**config.mk**
```make
export PLATFORM = sky130hd
export DESIGN_NAME = decode_ctrl
export DESIGN_NICKNAME = d
export VERILOG_FILES = /design/src/rtl/decode_ctrl.sv
export SDC_FILE = /design/constraint.sdc
export NUM_CORES = 1
export LEC_CHECK = 0
export ABC_AREA = 1
export CAP_MARGIN = 10
export CORE_MARGIN = 2
export CORE_UTILIZATION = 25
export CTS_BUF_LIST = sky130_fd_sc_hd__clkbuf_4
export DETAILED_ROUTE_END_ITERATION = 8
export HOLD_SLACK_MARGIN = 0.02
export PLACE_DENSITY = 0.6
export SETUP_SLACK_MARGIN = 0.1
export SYNTH_ARGS = -nofsm -noshare
export SYNTH_HDL_FRONTEND = slang
export SYNTH_SLANG_ARGS = --single-unit
export TNS_END_PERCENT = 50
```
**constraint.sdc**
```tcl
create_clock -name clk -period 1.6 [get_ports clk]
set_input_delay 0.32 -clock clk [delete_from_list [all_inputs] [get_ports clk]]
set_output_delay 0.32 -clock clk [all_outputs]
set_load 0.05 [all_outputs]
```
**src/rtl/decode_ctrl.sv**
```systemverilog
// rtl/decode_ctrl.sv - instruction decode and execute sequencer downstream of fetch.
// Optional feature macro: DECODE_ILLEGAL_TRAP_EN (illegal system ops halt and set illegal_inst).
package cpu_common;
  typedef enum logic {FETCH_NOP = 1'b0, FETCH_INC_PC = 1'b1} fetch_operation_t;
endpackage

module decode_ctrl #(
  parameter int RETIRE_CNT_W = 16
) (
  input  logic                            clk,
  input  logic                            rst_async,
  input  logic                            fetch_complete,
  input  logic [15:0]                     inst,
  output cpu_common::fetch_operation_t    fetch_operation,
  output logic [2:0]                      rf_rd_sel,
  output logic                            rf_write_en,
  output logic [1:0]                      rf_wdata_sel,
  output logic [2:0]                      alu_op,
  output logic                            alu_b_imm,
  output logic [7:0]                      imm,
  output logic                            mem_req,
  output logic                            mem_we,
  input  logic                            mem_ack,
  output logic                            halted,
  output logic                            illegal_inst,
  output logic [RETIRE_CNT_W-1:0]         retired
);

`ifdef DECODE_ILLEGAL_TRAP_EN
  localparam bit TrapEn = 1'b1;
`else
  localparam bit TrapEn = 1'b0;
`endif

  typedef enum logic [2:0] {
    S_WAIT_FETCH, S_EXEC, S_MEM_WAIT, S_SETTLE, S_HALT
  } state_t;

  state_t                  state_q;
  logic [15:0]             ir_q;
  logic                    illegal_q;
  logic [RETIRE_CNT_W-1:0] retired_q;

  logic [1:0] ir_type;
  logic [2:0] ir_op;
  logic       is_alu, is_sys, is_mem, sys_halt, trap;
  logic       in_exec, mem_phase, mem_done;

  assign ir_type  = ir_q[1:0];
  assign ir_op    = ir_q[7:5];
  assign is_alu   = (ir_type == 2'd0) || (ir_type == 2'd2);
  assign is_sys   = (ir_type == 2'd1);
  assign is_mem   = (ir_type == 2'd3);
  assign sys_halt = is_sys && (ir_op == 3'd1);
  assign trap     = TrapEn && is_sys && (ir_op[2:1] != 2'd0);

  assign rf_rd_sel    = ir_q[4:2];
  assign alu_op       = ir_op;
  assign imm          = ir_q[15:8];
  assign alu_b_imm    = (ir_type == 2'd2);
  assign rf_wdata_sel = is_mem ? 2'd2 : ((ir_type == 2'd2) && (ir_op == 3'd0)) ? 2'd1 : 2'd0;

  // The request is live from the EXEC cycle so an ack in that very cycle completes the access.
  assign in_exec   = (state_q == S_EXEC);
  assign mem_phase = (in_exec && is_mem) || (state_q == S_MEM_WAIT);
  assign mem_done  = mem_phase && mem_ack;

  assign mem_req      = mem_phase;
  assign mem_we       = mem_phase && ir_q[5];
  assign rf_write_en  = (in_exec && is_alu) || (mem_done && !ir_q[5]);
  assign halted       = (state_q == S_HALT);
  assign illegal_inst = illegal_q;
  assign retired      = retired_q;

  always_comb begin
    fetch_operation = cpu_common::FETCH_NOP;
    if ((in_exec && (is_alu || (is_sys && !sys_halt && !trap))) || mem_done)
      fetch_operation = cpu_common::FETCH_INC_PC;
  end

  always_ff @(posedge clk) begin
    if (rst_async) begin
      state_q   <= S_WAIT_FETCH;
      ir_q      <= '0;
      illegal_q <= 1'b0;
      retired_q <= '0;
    end else begin
      case (state_q)
        S_WAIT_FETCH: begin
          if (fetch_complete) begin
            ir_q    <= inst;
            state_q <= S_EXEC;
          end
        end
        S_EXEC: begin
          if (is_mem) begin
            if (mem_ack) begin
              retired_q <= retired_q + RETIRE_CNT_W'(1);
              state_q   <= S_SETTLE;
            end else begin
              state_q <= S_MEM_WAIT;
            end
          end else if (sys_halt || trap) begin
            if (sys_halt) retired_q <= retired_q + RETIRE_CNT_W'(1);
            if (trap) illegal_q <= 1'b1;
            state_q <= S_HALT;
          end else begin
            retired_q <= retired_q + RETIRE_CNT_W'(1);
            state_q   <= S_SETTLE;
          end
        end
        S_MEM_WAIT: begin
          if (mem_ack) begin
            retired_q <= retired_q + RETIRE_CNT_W'(1);
            state_q   <= S_SETTLE;
          end
        end
        // fetch still reports the old instruction here, so fetch_complete must be ignored.
        S_SETTLE: state_q <= S_WAIT_FETCH;
        S_HALT:   state_q <= S_HALT;
        default:  state_q <= S_WAIT_FETCH;
      endcase
    end
  end

endmodule

```
# Yosys cells after proc, flatten, opt, wreduce, memory -nomap -nowiden
# Index checks and enable logic that the tools add are counted.
# Widths: inputs -> output; s select.
[op_classes]
n_lt_le_gt_ge = 0
n_shift = 0
muxes = 12
n_bitwise = 0
n_mul = 0
add_sub_neg = 1
reduce_logical = 22
n_div = 0
eq_ne = 9
[ops]
columns = ["operator", "count"]
rows = [
  ["$mux 16", 2],
  ["$pmux 16 s2", 1],
  ["$add 16x1->16 const B", 1],
  ["$mux 3", 4],
  ["$pmux 3 s4", 1],
  ["$logic_and 1x1->1", 9],
  ["$eq 3x1->1 const B", 2],
  ["$logic_not 3->1", 2],
  ["$logic_or 1x1->1", 5],
  ["$eq 2x2->1 const B", 2],
  ["$ne 2x2->1 const B", 2],
  ["$reduce_and 2->1", 2],
  ["$eq 3x2->1 const B", 1],
  ["$eq 3x3->1 const B", 1],
  ["$mux 1", 3],
  ["$eq 2x1->1 const B", 1],
  ["$logic_not 1->1", 2],
  ["$logic_not 2->1", 1],
  ["$mux 2", 1],
  ["$reduce_bool 2->1", 1],
]
[word_totals]
memories = 0
input_bits = 20
rom_bits = 0
ramBits = 0
latch_bits = 0
wordCells = 47
output_inout_bits = 39
register_bits = 35

# Logic depth before layout (Yosys ltp)
# Gate-level depths: netlist (run 1).
[logic_depth]
word_depth = 8
mapped_depth = 10
mapped_depth_nobuf = 10

# Worst setup path after synthesis (run 1)
# No wires, ideal clock.
[synth_timing]
path_kind = "reg2out"
startpoint = "register state_q[2]"
endpoint = "output rf_write_en"
stages_incl_launch_ff = 8
path_buffers = 0
required_ns = 1.280
arrival_ns = 2.337
slack_ns = -1.057
cell_sequence = "dfxtp_1 > inv_2 > nand3_2 > nand2_4 > inv_2 > nor2_4 > inv_2 > o32ai_1"
[synth_between]
elab_chain_len = 6
elab_cells_between_ends = 8
classes_between = "eq/ne: 2; reduce/logical: 6"
[synth_rtl]
columns = ["item", "line", "source"]
rows = [
  ["start, declared", "39", "state_t state_q;"],
  ["start signal, assigned", "83", "state_q <= S_WAIT_FETCH;"],
  ["start signal, assigned", "92", "state_q <= S_EXEC;"],
  ["start signal, assigned", "99", "state_q <= S_SETTLE;"],
  ["$eq 3x1->1", "-", ""],
  ["$logic_and 1x1->1", "65", "assign mem_phase = (in_exec && is_mem) || (state_q == S_MEM_WAIT);"],
  ["$logic_or 1x1->1 *", "65", ""],
  ["via mem_req", "21", "output logic mem_req,"],
  ["$logic_and 1x1->1 *", "66", "assign mem_done = mem_phase && mem_ack;"],
  ["$logic_and 1x1->1 *", "70", "assign rf_write_en = (in_exec && is_alu) || (mem_done && !ir_q[5]);"],
  ["$logic_or 1x1->1 *", "70", ""],
  ["end, declared", "16", "output logic rf_write_en,"],
]
# Mark *: on every way through the listed nets, which the timed path passes. The rest lies on a longest branch.

# Worst setup path in the final report (run 1)
[layout_timing]
startpoint = "register state_q[0]"
endpoint = "output rf_write_en"
[layout_between]
elab_chain_len = 6
elab_cells_between_ends = 8
classes_between = "eq/ne: 2; reduce/logical: 6"
[layout_rtl]
columns = ["item", "line"]
rows = [
  ["$eq 3x1->1", "-"],
  ["$logic_and 1x1->1", "65"],
  ["$logic_or 1x1->1", "65"],
  ["$logic_and 1x1->1", "66"],
  ["$logic_and 1x1->1", "70"],
  ["$logic_or 1x1->1 *", "70"],
]
# Mark *: on every way between the ends. The rest lies on a longest branch, timed or not.

==> results.txt, run 1 <==
- In this run the power density over the cells is 875 nW/um2.
- Ys Warns: 0
* Standard cell with the maximum stage delay on the critical path: sky130_fd_sc_hd__dfxtp_4
- Dividing the detail-routed wire length by the instance count gives 12.2 um.
- The worst-case IR drop observed on VDD is 0.456 mV.
- Number of buffers created by CTS: 5
- The die is 91.2 um wide.
- Routed via count: 1897
* Count of unique library cells instantiated by Yosys: 33
* Antenna Nets Post-Route: 0
* Post-route cell area: 3210 um2
- Count of final hold-check violations: 0
* Layout cell share with drive strength beyond 1: 40.3%
- Setup TNS: -1.36 ns
* Overflow after GRT: 0
* Violations in the final reports: setup timing
- In this run the cell area measured after placement is 2930 um2.
* Wire length of the first global-routing pass: 8910 um
- The wire-length estimate of the detail-placed layout is 3880 um.
- Number of setup violations in the final report: 5
- The die covers 8320 um2.
- Worst path cell trace: inv_4 -> nand3_4 -> nand2_4 -> inv_4 -> nor2_4 -> inv_2 -> o32ai_4 -> buf_12
- For this block, the routed nets add up to 5310 um of wire.
* Clock latency at the later pin of the worst-skew pair: 0.34 ns
- Together, buffers and inverters on the worst path number 4.
- Between clock sinks in the finished design, the worst skew comes to 0.0160 ns.
- Via count of the first global-routing pass: 1906
- Cells after Synth: 257
* Type of origin of the critical path: flip-flop
- Minimum period implied by the final worst setup slack: 1.94 ns
- Sequential elements use 36.9% of the synthesized area.
- Combined area of all synthesized cells: 1900 um2
- Excluding fillers, the count of instances in the completed layout stands at 434.
- Count of final max-slew check failures: 0
- Worst Path Max Fanout: 3
- Routability-driven placement finished with a final weighted congestion of 0.807.
- Number of I/O pins: 59
- Met1 Usage GRT: 16.7%
- Number of max-capacitance violations reported: 0
- The tree built by TritonCTS fans out to 35 sinks.
- Post-place setup slack: -0.180 ns
- Net count after synthesis: 278
- Type of the worst setup path: reg -> out
- Smallest hold slack: 0.474 ns
* DRC errors left: 0
* Crit path largest cell delay: 0.39 ns
- Clock-pin slew on the worst setup and hold paths: 0.12 ns
- The repair_antennas step left the layout with diodes totalling 0.
- The area growth from synthesis to layout is 69.1%.
- Clock tree root driver cell: sky130_fd_sc_hd__clkbuf_4
- Setup slack on the critical path of the routed design comes to -0.339 ns.
* Initial antenna violation count: 0
- Part of the cycle the worst path needs: 121%
- GRT Resource Usage Total: 13.1%
- Input/output buffers: 57
* Number of nets in the final layout: 355
* CP Data Required Time: 1.28 ns
- The average instance in the mapped netlist occupies 7.40 um2.
- Starting DRT DRC Count: 31
* Cell leakage power: 1.28 nW
- Kind of capture point of the worst setup path: output port
- Cell family with the largest share of critical-path delay: flip-flops
* H-tree lvl count: 2
- Static timing analysis puts the maximum clock frequency at 516 MHz.
- Vias per std cell: 4.37
* Die height: 91.2 um
- Placeable Area: 7290 um2
* Global-route track usage on met2: 22.0%
- Maximum number of buffers from clock root to sink: 2
* Worst min-delay path category: reg -> reg
* Number of instances in the placed design: 417
- Setup repair after global routing could not meet its margin everywhere.
- In this run the core area contains 31 standard-cell rows.
- Data arrival time of the worst path: 1.62 ns
- Met3 Usage GRT: 3.49%
- The run finished, with violations left.
- Cell with the most instances on the worst path: sky130_fd_sc_hd__inv_4
* Yosys reg bits: 35
- TritonCTS clock tree: done
* 1st-pass router iterations: 4
* Starting density of the core: 26.1%
- Entering global routing, the biggest net connects 26 pins.
- Busiest layer in global routing: met2
metrics by stage:
step	util, %	total power, mW
after detailed placement	40.2	2.06
after floorplan	-	1.69
after CTS	42.3	2.75
final	44.1	2.81
after global placement	40.2	2.05
after global routing	44.1	2.97
flip-flops by register name (all words and copies together) (netlist names):
signal   count
ir_q        16
retired     16
state_q      3
logic make-up after synthesis:
logic type | synth area share, %
XOR/XNOR | 1.38
AND/OR/NAND/NOR | 32.1
AO/OA/AOI/OAI | 13.6
adder cells (fa/ha/maj) | 0.658
buffers and inverters | 15.2
flip-flops | 36.9
other | 0.197
cell usage in the layout, fill, tap and decap left out, types with 6 or more instances in the layout:
cell / count
sky130_fd_sc_hd__a21oi_1: 28
sky130_fd_sc_hd__buf_12: 25
sky130_fd_sc_hd__buf_4: 46
sky130_fd_sc_hd__clkdlybuf4s50_1: 19
sky130_fd_sc_hd__dfxtp_1: 24
sky130_fd_sc_hd__dfxtp_2: 6
sky130_fd_sc_hd__inv_1: 24
sky130_fd_sc_hd__nand2_1: 34
sky130_fd_sc_hd__nand3_1: 24
sky130_fd_sc_hd__nor2_1: 15
sky130_fd_sc_hd__nor2_4: 10
sky130_fd_sc_hd__o21ai_0: 7
synthesized netlist by cell type:
master	instances	area [um2]
sky130_fd_sc_hd__nor2_2	4	25.0
sky130_fd_sc_hd__nand3_4	2	35.0
sky130_fd_sc_hd__nor2_1	20	75.1
sky130_fd_sc_hd__xor2_1	3	26.3
sky130_fd_sc_hd__clkbuf_1	4	15.0
sky130_fd_sc_hd__o21ai_0	12	60.1
sky130_fd_sc_hd__nor3_4	1	16.3
sky130_fd_sc_hd__nand2_8	1	20.0
sky130_fd_sc_hd__nor3b_1	3	22.5
sky130_fd_sc_hd__nor4_1	1	6.26
sky130_fd_sc_hd__buf_6	1	11.3
sky130_fd_sc_hd__nor3_1	5	25.0
sky130_fd_sc_hd__inv_1	27	101
sky130_fd_sc_hd__nand2_2	3	18.8
sky130_fd_sc_hd__o21ai_1	1	5.00
sky130_fd_sc_hd__dfxtp_1	35	701
sky130_fd_sc_hd__nand4_1	4	25.0
sky130_fd_sc_hd__nand3_2	2	20.0
sky130_fd_sc_hd__o211ai_1	1	7.51
sky130_fd_sc_hd__inv_2	5	18.8
sky130_fd_sc_hd__buf_4	17	128
sky130_fd_sc_hd__o32ai_1	3	26.3
sky130_fd_sc_hd__ha_1	1	12.5
sky130_fd_sc_hd__nand3_1	25	125
sky130_fd_sc_hd__conb_1	1	3.75
sky130_fd_sc_hd__nand2_4	3	33.8
sky130_fd_sc_hd__a31oi_1	2	12.5
sky130_fd_sc_hd__nand2_1	37	139
sky130_fd_sc_hd__a21oi_1	28	140
sky130_fd_sc_hd__inv_8	1	11.3
sky130_fd_sc_hd__a211oi_1	1	7.51
sky130_fd_sc_hd__nor2_4	2	22.5
sky130_fd_sc_hd__buf_1	1	3.75
layer usage:
metal	wire length [um]	vias up
met3	288	5
met2	2600	53
met4	33	0
met5	0	-
li1	-	984
met1	2390	855
power by group:
| part | internal (mW) | switching [mW] | total (mW) |
|---|---|---|---|
| logic | 0.502 | 0.673 | 1.18 |
| clock network | 0.322 | 0.317 | 0.639 |
| registers | 0.940 | 0.0570 | 0.998 |
| total | 1.76 | 1.05 | 2.81 |
worst reg2reg max path: stages (launching register included):
cell,delay (ns)
sky130_fd_sc_hd__dfxtp_4,0.40
sky130_fd_sc_hd__inv_2,0.05
sky130_fd_sc_hd__nand3_4,0.10
sky130_fd_sc_hd__nand2_8,0.06
sky130_fd_sc_hd__buf_4,0.13
sky130_fd_sc_hd__buf_8,0.12
sky130_fd_sc_hd__buf_12,0.12
sky130_fd_sc_hd__buf_4,0.13
sky130_fd_sc_hd__a31oi_1,0.16
sky130_fd_sc_hd__nor3b_1,0.06
path summary, 6_finish.rpt:
| check | start | end | slack (ns) | cells past startpoint |
|---|---|---|---|---|
| setup reg to reg | state_q[1] | retired[6] | 0.15 | 9 |
| hold reg to reg | ir_q[12] | ir_q[12] | 0.47 | 2 |
| setup / recovery | state_q[0] | rf_write_en | -0.34 | 8 |
| hold / removal | ir_q[12] | ir_q[12] | 0.47 | 2 |
final cells by class:
cell class                 count  area (um2)
fill                         735        4080
multi-input combinational    166        1070
timing repair buffer          92        1060
sequential                    35         727
inverter                      33         146
tap                           99         124
clock inverter                 3        38.8
clock buffer                   5        37.5
timing repair inverter         1        8.76
timing repair:
action,4_1_cts,5_1_grt
hold buffers,0,0
gates resized for setup,16,23
pin swaps,11,9
endpoints found under the hold margin,0,0
setup buffers,4,6
endpoints found under the setup margin,6,22
gates cloned,0,1
Note: power is estimated with default switching activity, not from simulation.
==> run 2: changes to the inputs <==
- PLACE_DENSITY: 0.6 -> 0.47
- RECOVER_POWER: unset -> 50
==> run 2 against run 1 <==
Effect of this change:
- the run still ends with setup timing left
- hold slack got worse by 0.0056 ns
- critical path depth did not move
- highest routed layer unchanged
- largest cell class is now buffers
- via count rose by 0.95%
- cell area rose by 0.90%
- total power fell by 0.72%
- critical path type unchanged
- cell count rose by 1.8%
- die area did not move
- core utilization rose by 0.39 points
- maximum frequency rose by 2.1%
- combinational power barely moved
- clock skew barely moved
==> results.txt, run 2 (synthesis gave the netlist of run 1 again) <==
* Outcome: complete, but fails checks (unchanged)
- Violations in the final reports: setup timing (unchanged)
- The part of the total power dissipated in the clock network came to 22.5% (was 22.7%).
- The clock-pin transition on the worst setup and hold timing paths is 0.10 ns (was 0.12 ns).
- The number of max-cap violations is 0 (unchanged).
- The layout overhead on the synthesized area is 70.6% (was 69.1%).
* Post-Route Utilization: 44.5% (was 44.1%)
* Clock sink count: 35 (unchanged)
* Count of final max-slew check failures: 0 (unchanged)
- The total power consumption of the routed design was 2.79 mW (was 2.81 mW).
* Clock latency at the later pin of the worst-skew pair: 0.34 ns (about the same)
- Post-detail-place hpwl: 3990 um (was 3880 um)
* Largest net degree at the start of global routing: 15 (was 26)
- Number of rows in the core area: 31 (unchanged)
- The fill cell instance count of the final layout came to 759 (was 735).
- The switching share of power was 36.6% (was 37.3%).
* Die height: 91.2 um (unchanged)
- Comb power frac: 42.0% (was 41.8%)
- Setup TNS: -1.14 ns (was -1.36 ns)
- The number of buffers created by CTS came to 5 (unchanged).
- Cell leakage power: 1.29 nW (was 1.28 nW)
- Vias per std cell: 4.33 (was 4.37)
- Placeable Area: 7290 um2 (unchanged)
* Starting DRT DRC Count: 56 (was 31)
* Starting density of the core: 26.1% (unchanged)
* Sequential share of power: 35.6% (was 35.5%)
- Setup Skew: 0.0163 ns (was 0.0160 ns)
- The reported net switching power is 1.02 mW (was 1.05 mW).
- Top library cells by usage in the layout, fill and taps aside: sky130_fd_sc_hd__buf_4 (51), sky130_fd_sc_hd__nand2_1 (35), sky130_fd_sc_hd__a21oi_1 (27) (was sky130_fd_sc_hd__buf_4 (46), sky130_fd_sc_hd__nand2_1 (34), sky130_fd_sc_hd__a21oi_1 (28))
- The global-route wire length before repair is 9000 um (was 8910 um).
- Post-route cell area: 3240 um2 (was 3210 um2)
- The arrival time at the worst endpoint came to 1.58 ns (was 1.62 ns).
- H-tree lvl count: 2 (unchanged)
- The leading cell type in the layout, fill and taps excluded is sky130_fd_sc_hd__buf_4 (unchanged).
- The internal portion of total power is 1.77 mW (was 1.76 mW).
- Area of the multi-input gates: 1040 um2 (was 1070 um2)
- The number of instances in the placed design is 421 (was 417).
* Antenna Nets Post-Route: 0 (unchanged)
* Worst min-delay path category: reg -> reg (unchanged)
- Type of the worst setup path: reg -> out (unchanged)
* Part of the cycle the worst path needs: 119% (was 121%)
* 1st-pass router iterations: 4 (unchanged)
* Number of non-filler instances in the completed layout: 442 (was 434)
* Initial antenna violation count: 0 (unchanged)
- Worst Path Max Fanout: 3 (unchanged)
- Overflow after GRT: 0 (unchanged)
- The full die area came to 8320 um2 (unchanged).
- Via count of the first global-routing pass: 1845 (was 1906)
- The average wire length per cell after detail routing came to 12.1 um (was 12.2 um).
- The sequential standard cell area was 726 um2 (was 727 um2).
* Routed via count: 1915 (was 1897)
* Post-place setup slack: -0.134 ns (was -0.180 ns)
* Number of nets in the final layout: 363 (was 355)
* GRT Resource Usage Total: 13.4% (was 13.1%)
- The final weighted congestion in routability-driven placement was 0.780 (was 0.807).
- Clock tree root driver cell: sky130_fd_sc_hd__clkbuf_4 (unchanged)
- TritonCTS clock tree: done (unchanged)
* DRC errors left: 0 (unchanged)
* Type of origin of the critical path: flip-flop (unchanged)
* Minimum period implied by the final worst setup slack: 1.90 ns (was 1.94 ns)
- RSZ-0062 raised after global routing: yes (unchanged)
* Power density relative to cell area: 861 nW/um2 (was 875 nW/um2)
- Kind of capture point of the worst setup path: output port (unchanged)
- Maximum achievable frequency: 527 MHz (was 516 MHz)
- The instance area after placement is 2960 um2 (was 2930 um2).
- Smallest hold slack: 0.468 ns (was 0.474 ns)
- Least setup slack across all paths after layout: -0.299 ns (was -0.339 ns)
- The maximum root-to-sink buffer count was 2 (unchanged).
- The required time of the critical path came to 1.28 ns (about the same).
* Count of final hold-check violations: 0 (unchanged)
- The total wire length after detailed routing is 5350 um (was 5310 um).
* Number of setup violations in the final report: 5 (unchanged)
- The floorplan die width was 91.2 um (unchanged).
* Ant diodes: 0 (unchanged)
- The number of ports placed on the die boundary is 59 (unchanged).
- The share of cells above drive strength 1 was 40.5% (was 40.3%).
* Maximum resistive drop on vdd: 0.408 mV (was 0.456 mV)
- The number of buffer cells added on primary ports was 57 (unchanged).
-- run 2: path summary, 6_finish.rpt --
| path | start | cells after the start | slack (ns) | endpoint |
|---|---|---|---|---|
| setup / recovery | state_q[0] | 8 | -0.30 | rf_write_en |
| hold reg to reg | ir_q[3] | 2 | 0.47 | ir_q[3] |
| hold / removal | ir_q[3] | 2 | 0.47 | ir_q[3] |
| setup reg to reg | state_q[0] | 10 | 0.15 | retired[15] |
-- run 2: power groups by stage --
stage | combinational, mW | clock (mW) | sequential (mW)
after floorplan | 0.630 | 0 | 1.06
after detailed placement | 1.06 | 0 | 1.01
after global routing | 1.26 | 0.702 | 1.00
after CTS | 1.11 | 0.661 | 0.993
after global placement | 1.06 | 0 | 1.01
final | 1.17 | 0.627 | 0.993
-- run 2: timing repair --
action                     in CTS  in global routing
pin swaps                       6                 11
gates cloned                    0                  0
setup buffers                   5                 11
hold buffers                    0                  0
gates resized for setup        12                 20
setup endpoints to repair       6                 16
-- run 2: critical path, stage by stage (launching register included) --
cell and delay [ns]:
sky130_fd_sc_hd__dfxtp_4 0.38, sky130_fd_sc_hd__inv_4 0.06, sky130_fd_sc_hd__nand3_4 0.10, sky130_fd_sc_hd__nand2_8 0.09
sky130_fd_sc_hd__inv_6 0.03, sky130_fd_sc_hd__nor2_4 0.10, sky130_fd_sc_hd__inv_2 0.06, sky130_fd_sc_hd__o32ai_4 0.23
sky130_fd_sc_hd__buf_12 0.18
-- run 2: metal layers --
metal	vias up	global-route usage, %	wire [um]
met5	-	0	0
met2	32	21.7	2600
met3	6	3.32	198
met4	0	4.92	80
met1	877	17.3	2480
li1	1000	-	-
-- run 2: cell type report --
class                      count  share of cell area, %
timing repair buffer         101                   35.0
sequential                    35                   22.4
clock inverter                 3                   1.20
inverter                      33                   4.44
clock buffer                   5                   1.16
multi-input combinational    166                   32.0
tap                           99                   3.82
